--- src/rtl/cpu_pkg.sv ---
// rtl/cpu_pkg.sv - shared CPU widths, ALU opcodes and opcode class decode
package cpu_pkg;

  localparam int CPU_DATA_W = 16;
  localparam int CPU_DEST_W = 3;

  localparam logic [3:0] OP_ADD     = 4'b0000;
  localparam logic [3:0] OP_SUB     = 4'b0001;
  localparam logic [3:0] OP_AND     = 4'b0010;
  localparam logic [3:0] OP_OR      = 4'b0011;
  localparam logic [3:0] OP_XOR     = 4'b0100;
  localparam logic [3:0] OP_NOT     = 4'b0101;
  localparam logic [3:0] OP_SHL     = 4'b0110;
  localparam logic [3:0] OP_SAR     = 4'b0111;
  localparam logic [3:0] OP_SHR     = 4'b1000;
  localparam logic [3:0] OP_MOV     = 4'b1001;
  localparam logic [3:0] OP_MOVH    = 4'b1010;
  localparam logic [3:0] OP_MOVL    = 4'b1011;
  localparam logic [3:0] OP_CMP     = 4'b1100;
  localparam logic [3:0] OP_ILLEGAL = 4'b1101;
  localparam logic [3:0] OP_CMPU    = 4'b1110;
  localparam logic [3:0] OP_TST     = 4'b1111;

  typedef struct packed {
    logic push;
    logic upd_flags;
    logic illegal;
  } op_class_t;

  function automatic op_class_t decode_op(input logic [3:0] sel);
    op_class_t c;
    c = '0;
    if (sel <= OP_SHR) begin
      c.push      = 1'b1;
      c.upd_flags = 1'b1;
    end else if (sel <= OP_MOVL) begin
      c.push = 1'b1;
    end else if (sel == OP_ILLEGAL) begin
      c.illegal = 1'b1;
    end else begin
      c.upd_flags = 1'b1;
    end
    return c;
  endfunction

endpackage

--- src/rtl/sync_fifo.sv ---
// rtl/sync_fifo.sv - generic synchronous FIFO with count/full/empty
module sync_fifo #(
  parameter int WIDTH = 19,
  parameter int DEPTH = 2
) (
  input  logic             clk,
  input  logic             rst_n,
  input  logic             i_push,
  input  logic [WIDTH-1:0] i_wr_data,
  input  logic             i_pop,
  output logic [WIDTH-1:0] o_rd_data,
  output logic [$clog2(DEPTH):0] o_count,
  output logic             o_full,
  output logic             o_empty
);

  localparam int PTR_W = $clog2(DEPTH);
  localparam int CNT_W = PTR_W + 1;

  logic [WIDTH-1:0] r_mem [DEPTH];
  logic [WIDTH-1:0] r_last;
  logic [PTR_W-1:0] r_wr_ptr;
  logic [PTR_W-1:0] r_rd_ptr;
  logic [CNT_W-1:0] r_count;
  logic             w_push;
  logic             w_pop;

  assign o_full  = (r_count == CNT_W'(DEPTH));
  assign o_empty = (r_count == '0);
  assign o_count = r_count;
  assign w_push  = i_push && !o_full;
  assign w_pop   = i_pop && !o_empty;
  // When empty, present the most recently popped entry rather than stale storage.
  assign o_rd_data = o_empty ? r_last : r_mem[r_rd_ptr];

  always_ff @(posedge clk or negedge rst_n) begin
    if (!rst_n) begin
      r_wr_ptr <= '0;
      r_rd_ptr <= '0;
      r_count  <= '0;
      r_last   <= '0;
      for (int i = 0; i < DEPTH; i++) r_mem[i] <= '0;
    end else begin
      if (w_push) begin
        r_mem[r_wr_ptr] <= i_wr_data;
        r_wr_ptr        <= r_wr_ptr + PTR_W'(1);
      end
      if (w_pop) begin
        r_last   <= r_mem[r_rd_ptr];
        r_rd_ptr <= r_rd_ptr + PTR_W'(1);
      end
      r_count <= r_count + CNT_W'(w_push) - CNT_W'(w_pop);
    end
  end

endmodule

--- src/rtl/alu_result_stage.sv ---
// rtl/alu_result_stage.sv - ALU writeback stage: result FIFO, Z/N flags, sticky illegal-op error
module alu_result_stage
  import cpu_pkg::*;
#(
  parameter int DATA_W = CPU_DATA_W,
  parameter int DEST_W = CPU_DEST_W,
  parameter int DEPTH  = 2
) (
  input  logic              clk,
  input  logic              rst_n,
  input  logic              in_valid,
  output logic              in_ready,
  input  logic [DATA_W-1:0] in_result,
  input  logic [3:0]        in_select,
  input  logic [DEST_W-1:0] in_dest,
  output logic              wb_valid,
  input  logic              wb_ready,
  output logic [DATA_W-1:0] wb_data,
  output logic [DEST_W-1:0] wb_dest,
  output logic              flag_z,
  output logic              flag_n,
  output logic              err_illegal,
  input  logic              err_clr
);

  localparam int CNT_W = $clog2(DEPTH) + 1;

  op_class_t                w_class;
  logic                     w_accept;
  logic [CNT_W-1:0]         w_count;
  logic                     w_full;
  logic                     w_empty;
  logic [DEST_W+DATA_W-1:0] w_head;
  logic                     r_flag_z;
  logic                     r_flag_n;
  logic                     r_err;

  assign w_class  = decode_op(in_select);
  // Ready depends only on the registered count, so a same-cycle pop never admits a push.
  assign in_ready = (w_count < CNT_W'(DEPTH));
  assign w_accept = in_valid && in_ready;

  sync_fifo #(
    .WIDTH(DEST_W + DATA_W),
    .DEPTH(DEPTH)
  ) u_fifo (
    .clk      (clk),
    .rst_n    (rst_n),
    .i_push   (w_accept && w_class.push),
    .i_wr_data({in_dest, in_result}),
    .i_pop    (wb_ready),
    .o_rd_data(w_head),
    .o_count  (w_count),
    .o_full   (w_full),
    .o_empty  (w_empty)
  );

  assign wb_valid = !w_empty;
  assign wb_data  = w_head[DATA_W-1:0];
  assign wb_dest  = w_head[DEST_W+DATA_W-1:DATA_W];

  always_ff @(posedge clk or negedge rst_n) begin
    if (!rst_n) begin
      r_flag_z <= 1'b0;
      r_flag_n <= 1'b0;
      r_err    <= 1'b0;
    end else begin
      if (w_accept && w_class.upd_flags) begin
        r_flag_z <= (in_result == '0);
        r_flag_n <= in_result[DATA_W-1];
      end
      if (w_accept && w_class.illegal) r_err <= 1'b1;
      else if (err_clr)                r_err <= 1'b0;
    end
  end

  assign flag_z      = r_flag_z;
  assign flag_n      = r_flag_n;
  assign err_illegal = r_err;

  logic w_unused;
  assign w_unused = w_full;

endmodule

--- config.mk ---
export PLATFORM = sky130hd
export DESIGN_NAME = alu_result_stage
export DESIGN_NICKNAME = d
export VERILOG_FILES = /design/src/rtl/cpu_pkg.sv /design/src/rtl/sync_fifo.sv /design/src/rtl/alu_result_stage.sv
export SDC_FILE = /design/constraint.sdc
export NUM_CORES = 1
export LEC_CHECK = 0
export BUFFER_PORTS_ARGS = -buffer_cell sky130_fd_sc_hd__buf_2
export CELL_PAD_IN_SITES_DETAIL_PLACEMENT = 1
export CELL_PAD_IN_SITES_GLOBAL_PLACEMENT = 1
export CORE_UTILIZATION = 44
export DETAILED_ROUTE_END_ITERATION = 12
export PLACE_DENSITY_LB_ADDON = 0.1
export SYNTH_ARGS = -nofsm -noshare
export SYNTH_HDL_FRONTEND = slang
export SYNTH_SLANG_ARGS = --single-unit
export TNS_END_PERCENT = 1
--- constraint.sdc ---
create_clock -name clk -period 2.01 [get_ports clk]
set_input_delay 0.1005 -clock clk [delete_from_list [all_inputs] [get_ports clk]]
set_output_delay 0.1005 -clock clk [all_outputs]
set_load 0.03 [all_outputs]
After elaboration in Yosys (flattened, before gate mapping) --
Cells that the tools add are included.
Storage, ports and cells: memory bits (read-only) 0, latch bits 0, memories 0, logic and storage cells 50, register bits after elaboration 64, RAM bits 0
Cells by class: multipliers 0, shift operators 0, divide/modulo/power cells 0, multiplexer cells 15, $add $sub $neg 4, bitwise logic cells 2, order comparisons 6, equality and inequality tests 2, reductions and logical operators 12
Operators with widths (count):
- 19-bit two-way mux | 5
- 38-bit bitwise mux | 1
- 19-bit demux with 1-bit select | 1
- 16-bit logical NOT | 1
- 4-bit <= comparator (second input constant) | 2
- 1-bit logical AND | 7
- 1-bit two-way mux | 6
- 4-bit equality test (second input constant) | 1
- 2-bit >= comparator (second input constant) | 2
- 2-bit two-way mux | 2
- 1-bit inverter with 2-bit output | 2
- 1-bit adder (second input constant) | 2
- 2-bit by 1-bit adder with 2-bit output | 1
- 2-bit equality test (second input constant) | 1
- 1-bit logical NOT | 2
- 2-bit logical NOT | 1
- 2-bit by 1-bit less-than comparator with 1-bit output (second input constant) | 1
- 2-bit less-than comparator (second input constant) | 1
- 2-bit nonzero test | 1
- 2-bit by 1-bit subtractor with 2-bit output | 1

Longest topological paths before layout --
Gate-level depths: netlist of run 1.
word-level depth 8, depth in mapped cells 8, depth with buffers taken out 7

By module --
From an unflattened synthesis of run 1, not the netlist that was laid out.
Second synthesis, totals: cell total of the unflattened synthesis 245, area total of the unflattened synthesis 2972.9 µm²
By module, submodules not included:
- sync_fifo | sequential area each 1526.5 µm², area an instance 2766.4 µm², times used 1, cells an instance 224
- alu_result_stage | sequential area each 75.1 µm², area an instance 206.4 µm², times used 1, cells an instance 21

Least setup slack after synthesis of run 1 --
OpenSTA, ideal clock, no wires.
kind register to register, start reg u_fifo.r_count[1] (netlist: u_fifo.o_count[1]), end reg u_fifo.r_count[1] (netlist: u_fifo.o_count[1]), arrival 1.650 ns, slack 0.236 ns, setup time 0.124 ns, cell stages (with the launch flop) 9, data required time 1.886 ns, cell sequence dfrtp_1 > o21ai_0 > buf_2 > inv_1 > ha_1 > inv_1 > ha_1 > xnor2_1 > xnor2_1
Between the ends: elaborated cells between the ends (all ways) 11, those cells by class add/sub: 2; order compare: 1; eq/ne: 1; reduce/logical: 7
RTL lines:
- start: declaration | line sync_fifo.sv:24 | logic [CNT_W-1:0] r_count;
- start signal: assignment | line sync_fifo.sv:52 | r_count <= r_count + CNT_W'(w_push) - CNT_W'(w_pop);
- 2-bit logical NOT | line sync_fifo.sv:29 | assign o_empty = (r_count == '0);
- 1-bit logical NOT | line sync_fifo.sv:32 | assign w_pop = i_pop && !o_empty;
- 1-bit logical AND | line sync_fifo.sv:32
- named net u_fifo.w_pop | line sync_fifo.sv:26 | logic w_pop;
- 2-bit by 1-bit subtractor with 2-bit output | line sync_fifo.sv:52
The timed path passes the listed nets, and every way through them passes these cells. A chain may end at the register's enable or synchronous reset.

Worst setup path after layout of run 1 --
start reg u_fifo.r_count[1] (netlist: u_fifo.o_count[1]), end out wb_data[6]
Between the ends: cells in the longest elaborated chain, start to end 2
RTL lines:
- 2-bit logical NOT | line sync_fifo.sv:29
- 19-bit two-way mux | line sync_fifo.sv:34 | assign o_rd_data = o_empty ? r_last : r_mem[r_rd_ptr];
- end: declaration | line alu_result_stage.sv:18 | output logic [DATA_W-1:0] wb_data,
No other way between the ends.

==> run summary, run 1 <==
worst-path cell chain: or2_4, nor2_1, a21oi_1, buf_2
unrepaired setup endpoints after global routing: no
Post-Synthesis Cells: 241
Clock transition at path regs: 0.07 ns
Pins Over Slew Limit: 0
Core ar.: 0.00639 sq mm
TritonCTS clock tree: yes
Final Net Count: 329
root buffer cell: clkbuf_8
largest net degree at the start of global routing: 40
Synth area leaders: dfrtp_1 55%, mux2_2 11%, mux2i_1 6.9%
Final Critical Period: 1.76 ns
Worst Skew: 0.00437 ns
Slew HR: 57.7%
min-delay src: in_dest[1]
Final ANT Viol Nets: 0
All-Layer GR Usage: 21.2%
Avg Vias per Cell: 5.33
power per cell area: 1970 mW/mm^2
arrival time at the worst endpoint: 1.65 ns
Die Span Y: 83.4 um
Tcrit/Tclk final: 87.3%
Setup crit end kind: output port
Worst-Margin Slew: 0.634 ns
DR DRC count: 0
synth warn: 0
Seq/Total Area, Yosys: 54.9%
status: complete, no violations
P_leak: 1.70 nW
CTS max path bufs: 2
total power: 7.00 mW
area share of the largest cell type after synthesis: 54.9%
routed len/inst: 16.8 um
total gr overflow: 0
max-cap viol count: 0
RD Place Congestion: 0.670
count of final hold-check violations: 0
Initial DRC Count: 109
full die area: 0.00696 sq mm
first-pass iteration count of the detailed router: 4
Clock Sinks: 64
die span in x: 83.4 um
critical path type: reg -> out
slack of the critical path: 0.255 ns
setup TNS: 0 ns
final wirelength: 6400 um
worst vdd ir: 0.840 mV
Fillers: 701
IO buf count: 51
H-tree depth: 3
r2r startpoint: u_fifo.o_count[1]
Max Freq: 570 MHz
register bit total from synthesis: 64
hpwl dp: 4130 um
antenna violations before repair: 0
Tightest Hold Check Type: in -> reg
# IOs: 52
Mapped Avg Cell Area: 12.1 sq um
R2R setup slack: 0.47 ns
CP required: 1.91 ns
CTS Buf Count: 9
critical path startpoint: u_fifo.o_count[1]
worst-path maximum fanout: 39
area delta synth->final: 22.1%
Syn Nets: 271
ANT cells: 0
Initial Util: 45.7%
worst-skew pair later-pin latency: 0.34 ns
post-synth top area cell: dfrtp_1
vias in the first global route: 2269
Startpoint Class: flip-flop
DP Worst Slack: 0.386 ns
Worst path slowest cell: dfrtp_1
synth unique cells: 25
layout cell share with drive strength beyond 1: 38.8%
DR vias: 2031
Post-Syn Area: 0.00292 sq mm
number of placement rows: 29
# setup viols final: 0
Slowest Stage Delay on Critical Path: 0.43 ns
global-route wire length before repair: 11300 um
cell usage after synthesis:
library cell	instances
mux2_2	29
o21ai_0	21
or4b_1	1
or2_2	2
xor2_1	1
nand2_1	20
nor2_1	19
dfrtp_1	64
nor4_1	4
a31oi_1	1
nand4_4	1
buf_6	2
clkbuf_1	3
nand4_1	1
mux2i_1	20
nor3b_2	1
ha_1	2
nand2_2	1
xnor2_1	3
a21oi_1	20
mux2_4	10
buf_2	7
nand2b_4	1
inv_1	6
buf_12	1
report_power, final:
part | leakage (nW) | switching, mW | internal, mW | total [mW]
registers | 0.775 | 0.361 | 1.92 | 2.28
logic | 0.789 | 1.97 | 1.28 | 3.24
clock network | 0.136 | 0.500 | 0.979 | 1.48
total | 1.70 | 2.83 | 4.17 | 7.00
worst max-delay path, delay by kind of cell (launching register included):
| family | cells | cell delay, ns |
|---|---|---|
| compound gates | 1 | 0.15 |
| simple gates | 2 | 0.51 |
| buf+inv | 1 | 0.22 |
| flops | 1 | 0.43 |
cell families (layout without fill, tap and decap cells):
logic type      Yosys count  in the layout  synth area share, %
buf+inv                  19             82                 3.82
flops                    64             64                 54.9
mux                      59             59                 23.2
xor+xnor                  4              4                 1.20
fa+ha+maj                 2              2                0.858
simple gates             51             51                 8.71
compound gates           42             42                 7.25
what timing repair did:
action,in CTS,in global routing
hold endpoints to repair,30,0
gates resized for setup,0,1
setup endpoints to repair,0,19
hold buffers,4,0
buffers inserted,0,0
path summary, 6_finish.rpt:
kind                                     end  cells past startpoint
min in group asynchronous        err_illegal                      2
hold / removal              u_fifo.r_mem[36]                      2
max in group asynchronous    u_fifo.r_mem[0]                      3
hold reg to reg             u_fifo.r_last[7]                      2
setup reg to reg           u_fifo.o_count[1]                      7
setup / recovery                  wb_data[6]                      4
cell type report:
cell class / instances / area, sq um / area share, %
Tap cell: 77 / 96.3 / 2.71
Multi-Input combinational cell: 158 / 1210 / 34.1
Timing Repair Buffer: 60 / 358 / 10.0
Inverter: 6 / 22.5 / 0.632
Clock buffer: 10 / 138 / 3.87
Sequential cell: 64 / 1600 / 45.0
Clock inverter: 6 / 130 / 3.65
state kept, by name, indices dropped and copies added (netlist names):
name             cells
err_illegal          1
flag_n               1
flag_z               1
u_fifo.o_count       2
u_fifo.r_last       19
u_fifo.r_mem        38
u_fifo.r_rd_ptr      1
u_fifo.r_wr_ptr      1
layer usage:
| metal | share of wire (%) | GRT usage, % | vias to the layer above | wire length [um] |
|---|---|---|---|---|
| li1 | - | - | 948 | - |
| met1 | 47 | 28.5 | 1040 | 2990 |
| met2 | 48 | 33.2 | 34 | 3100 |
| met3 | 3.5 | 5.57 | 9 | 221 |
| met4 | 1.4 | 7.37 | 0 | 88 |
| met5 | 0 | 0 | - | 0 |
metrics by stage:
step                util [%]  cell area (sq um)  instances  hold slack, ns
global placement        50.9               3250        361           0.158
floorplan                  -               2920        241          -0.195
detailed placement      50.9               3250        361           0.158
CTS                     55.7               3560        381         0.00819
global route            55.8               3560        381        0.000914
finish                  55.8               3560        381          0.0130
cells in the final DEF, fill, tap and decap left out, types with 3 or more instances in the layout:
master	Yosys	final
xnor2_1	3	3
inv_1	6	6
dfrtp_1	64	64
dlygate4sd3_1	0	4
buf_2	7	51
o21ai_0	21	20
buf_4	0	3
nor2_1	19	19
nor4_1	4	4
a21oi_1	20	20
clkbuf_8	0	10
nand2_1	20	20
mux2i_1	20	20
mux2_4	10	10
mux2_2	29	29
bufinv_16	0	4
(Power assumes the default switching activity.)
==> inputs of run 2 (changes only) <==
CORE_UTILIZATION = 36   (was 44)
==> run summary, run 2 (synthesis results as in run 1) <==
status: complete, no violations (unchanged)
Slowest Stage Delay on Critical Path: 0.44 ns (was 0.43 ns)
max reg flops: 38 (unchanged)
Startpoint Class: flip-flop (unchanged)
CTS Buf Count: 9 (unchanged)
worst vdd ir: 0.524 mV (was 0.840 mV)
Tightest Hold Check Type: in -> reg (unchanged)
All-Layer GR Usage: 17.0% (was 21.2%)
Initial DRC Count: 58 (was 109)
full die area: 0.00846 sq mm (was 0.00696 sq mm)
Max Freq: 569 MHz (was 570 MHz)
antenna violations before repair: 1 (was 0)
Largest delay share family, worst path: simple AND/OR/NAND/NOR gates (unchanged)
first-pass iteration count of the detailed router: 4 (unchanged)
Worst path slowest cell: or2_4 (was dfrtp_1)
number of placement rows: 32 (was 29)
DR DRC count: 0 (unchanged)
die span in x: 92.0 um (was 83.4 um)
H-tree depth: 3 (unchanged)
Die Span Y: 92.0 um (was 83.4 um)
worst-path maximum fanout: 39 (unchanged)
Setup crit end kind: output port (unchanged)
most frequent cells in the layout: 64 x dfrtp_1, 51 x buf_2, 29 x mux2_2 (unchanged)
setup TNS: 0 ns (unchanged)
placed inst area: 0.00328 sq mm (was 0.00325 sq mm)
DR vias: 2001 (was 2031)
total gr overflow: 0 (unchanged)
unrepaired setup endpoints after global routing: no (unchanged)
ANT cells: 0 (unchanged)
Initial Util: 37.5% (was 45.7%)
IO buf count: 51 (unchanged)
CTS max path bufs: 2 (unchanged)
largest reg by FF count: u_fifo.r_mem (unchanged)
Clock Sinks: 64 (unchanged)
root buffer cell: clkbuf_8 (unchanged)
# setup viols final: 0 (unchanged)
most common cell after layout, fill and taps aside: dfrtp_1 (unchanged)
Worst Skew: 0.0103 ns (was 0.00437 ns)
Final Net Count: 330 (was 329)
Layout Utilization: 45.4% (was 55.8%)
power per cell area: 1850 mW/mm^2 (was 1970 mW/mm^2)
critical path type: reg -> out (unchanged)
TritonCTS clock tree: yes (unchanged)
Pins Over Slew Limit: 0 (unchanged)
max-cap viol count: 0 (unchanged)
global-route wire length before repair: 10800 um (was 11300 um)
Tcrit/Tclk final: 87.4% (was 87.3%)
worst-skew pair later-pin latency: 0.34 ns (about the same)
final wirelength: 6310 um (was 6400 um)
Final Critical Period: 1.76 ns (about the same)
RD Place Congestion: 0.634 (was 0.670)
Buf/Inv on CP: 1 (unchanged)
area delta synth->final: 20.9% (was 22.1%)
CP required: 1.91 ns (about the same)
Clock transition at path regs: 0.07 ns (about the same)
Post-Place Cells: 386 (was 361)
P_leak: 1.67 nW (was 1.70 nW)
hpwl dp: 4150 um (was 4130 um)
Core ar.: 0.00777 sq mm (was 0.00639 sq mm)
arrival time at the worst endpoint: 1.66 ns (was 1.65 ns)
worst-path cell chain: or2_4, nor2_1, a21oi_1, buf_2 (unchanged)
count of final hold-check violations: 0 (unchanged)
non-filler cells, final: 406 (was 381)
Fillers: 883 (was 701)
Worst-Margin Slew: 0.466 ns (was 0.634 ns)
largest net degree at the start of global routing: 65 (was 40)
Slew HR: 68.6% (was 57.7%)
Avg Vias per Cell: 4.93 (was 5.33)
# IOs: 52 (unchanged)
routed len/inst: 15.5 um (was 16.8 um)
final instance area: 0.00353 sq mm (was 0.00356 sq mm)
vias in the first global route: 2152 (was 2269)
Final ANT Viol Nets: 0 (unchanged)
layout cell share with drive strength beyond 1: 38.5% (was 38.8%)
==> run 2: cell count changes in the layout (fill, tap and decap cells not counted), sizes merged <==
cell	change
clkinvlp	+1
bufinv	-4
dlygate4sd3	+1
clkbuf	+3
clkinv	-1
==> run 2: metrics by stage <==
stage          hold slack (ns)  power, mW  setup WS (ns)
2_1_floorplan           -0.195       4.69          0.236
3_3_place_gp             0.153       5.48          0.399
3_5_place_dp             0.150       5.55          0.374
4_1_cts                0.00615       6.65          0.208
5_1_grt                 0.0168       7.07          0.118
6_report                0.0238       6.54          0.253
==> run 2: layout make-up <==
cell class                      count  area (sq um)  area share, %
Sequential cell                    64          1600           45.4
Multi-Input combinational cell    158          1210           34.5
Timing Repair Buffer               61           368           10.4
Clock buffer                       13           179           5.07
Tap cell                          102           128           3.62
Inverter                            6          22.5          0.639
Clock inverter                      2          12.5          0.355
==> run 2: timing repair <==
| item | 4_1_cts | 5_1_grt |
|---|---|---|
| resized for setup | 1 | 0 |
| buffers inserted | 0 | 0 |
| hold buffers | 5 | 0 |
| endpoints found under the setup margin | 1 | 0 |
| endpoints found under the hold margin | 70 | 0 |
==> run 2: worst paths after layout <==
check                             startpoint  cells after the start                end  slack, ns
min                             in_result[1]                      2    u_fifo.r_mem[1]       0.02
max reg2reg                u_fifo.o_count[1]                      7  u_fifo.o_count[1]       0.44
min reg2reg                u_fifo.r_last[13]                      2  u_fifo.r_last[13]       0.48
min in group asynchronous              rst_n                      3   u_fifo.r_mem[18]       0.30
max in group asynchronous              rst_n                      3    u_fifo.r_wr_ptr       1.41
max                        u_fifo.o_count[1]                      4         wb_data[7]       0.25
==> run 2: layer usage <==
metal / vias to the layer above / GRT usage, % / wire length (um)
met2: 41 / 26.2 / 2890
met3: 13 / 3.57 / 230
li1: 954 / - / -
met1: 991 / 22.6 / 3020
met5: - / 0 / 13
met4: 2 / 8.98 / 146
==> run 2: worst reg2reg max path: stages (launching register included) <==
cell and delay, ns:
dfrtp_1 0.44, o21ai_2 0.17, inv_1 0.06, ha_1 0.27, inv_1 0.04, ha_1 0.18, xnor2_1 0.21, xnor2_1 0.14
==> run 2: power breakdown <==
group          switching, mW  total (mW)  internal [mW]
Combinational           1.95        3.23           1.28
Sequential             0.337        2.26           1.92
Clock                  0.479        1.05          0.574
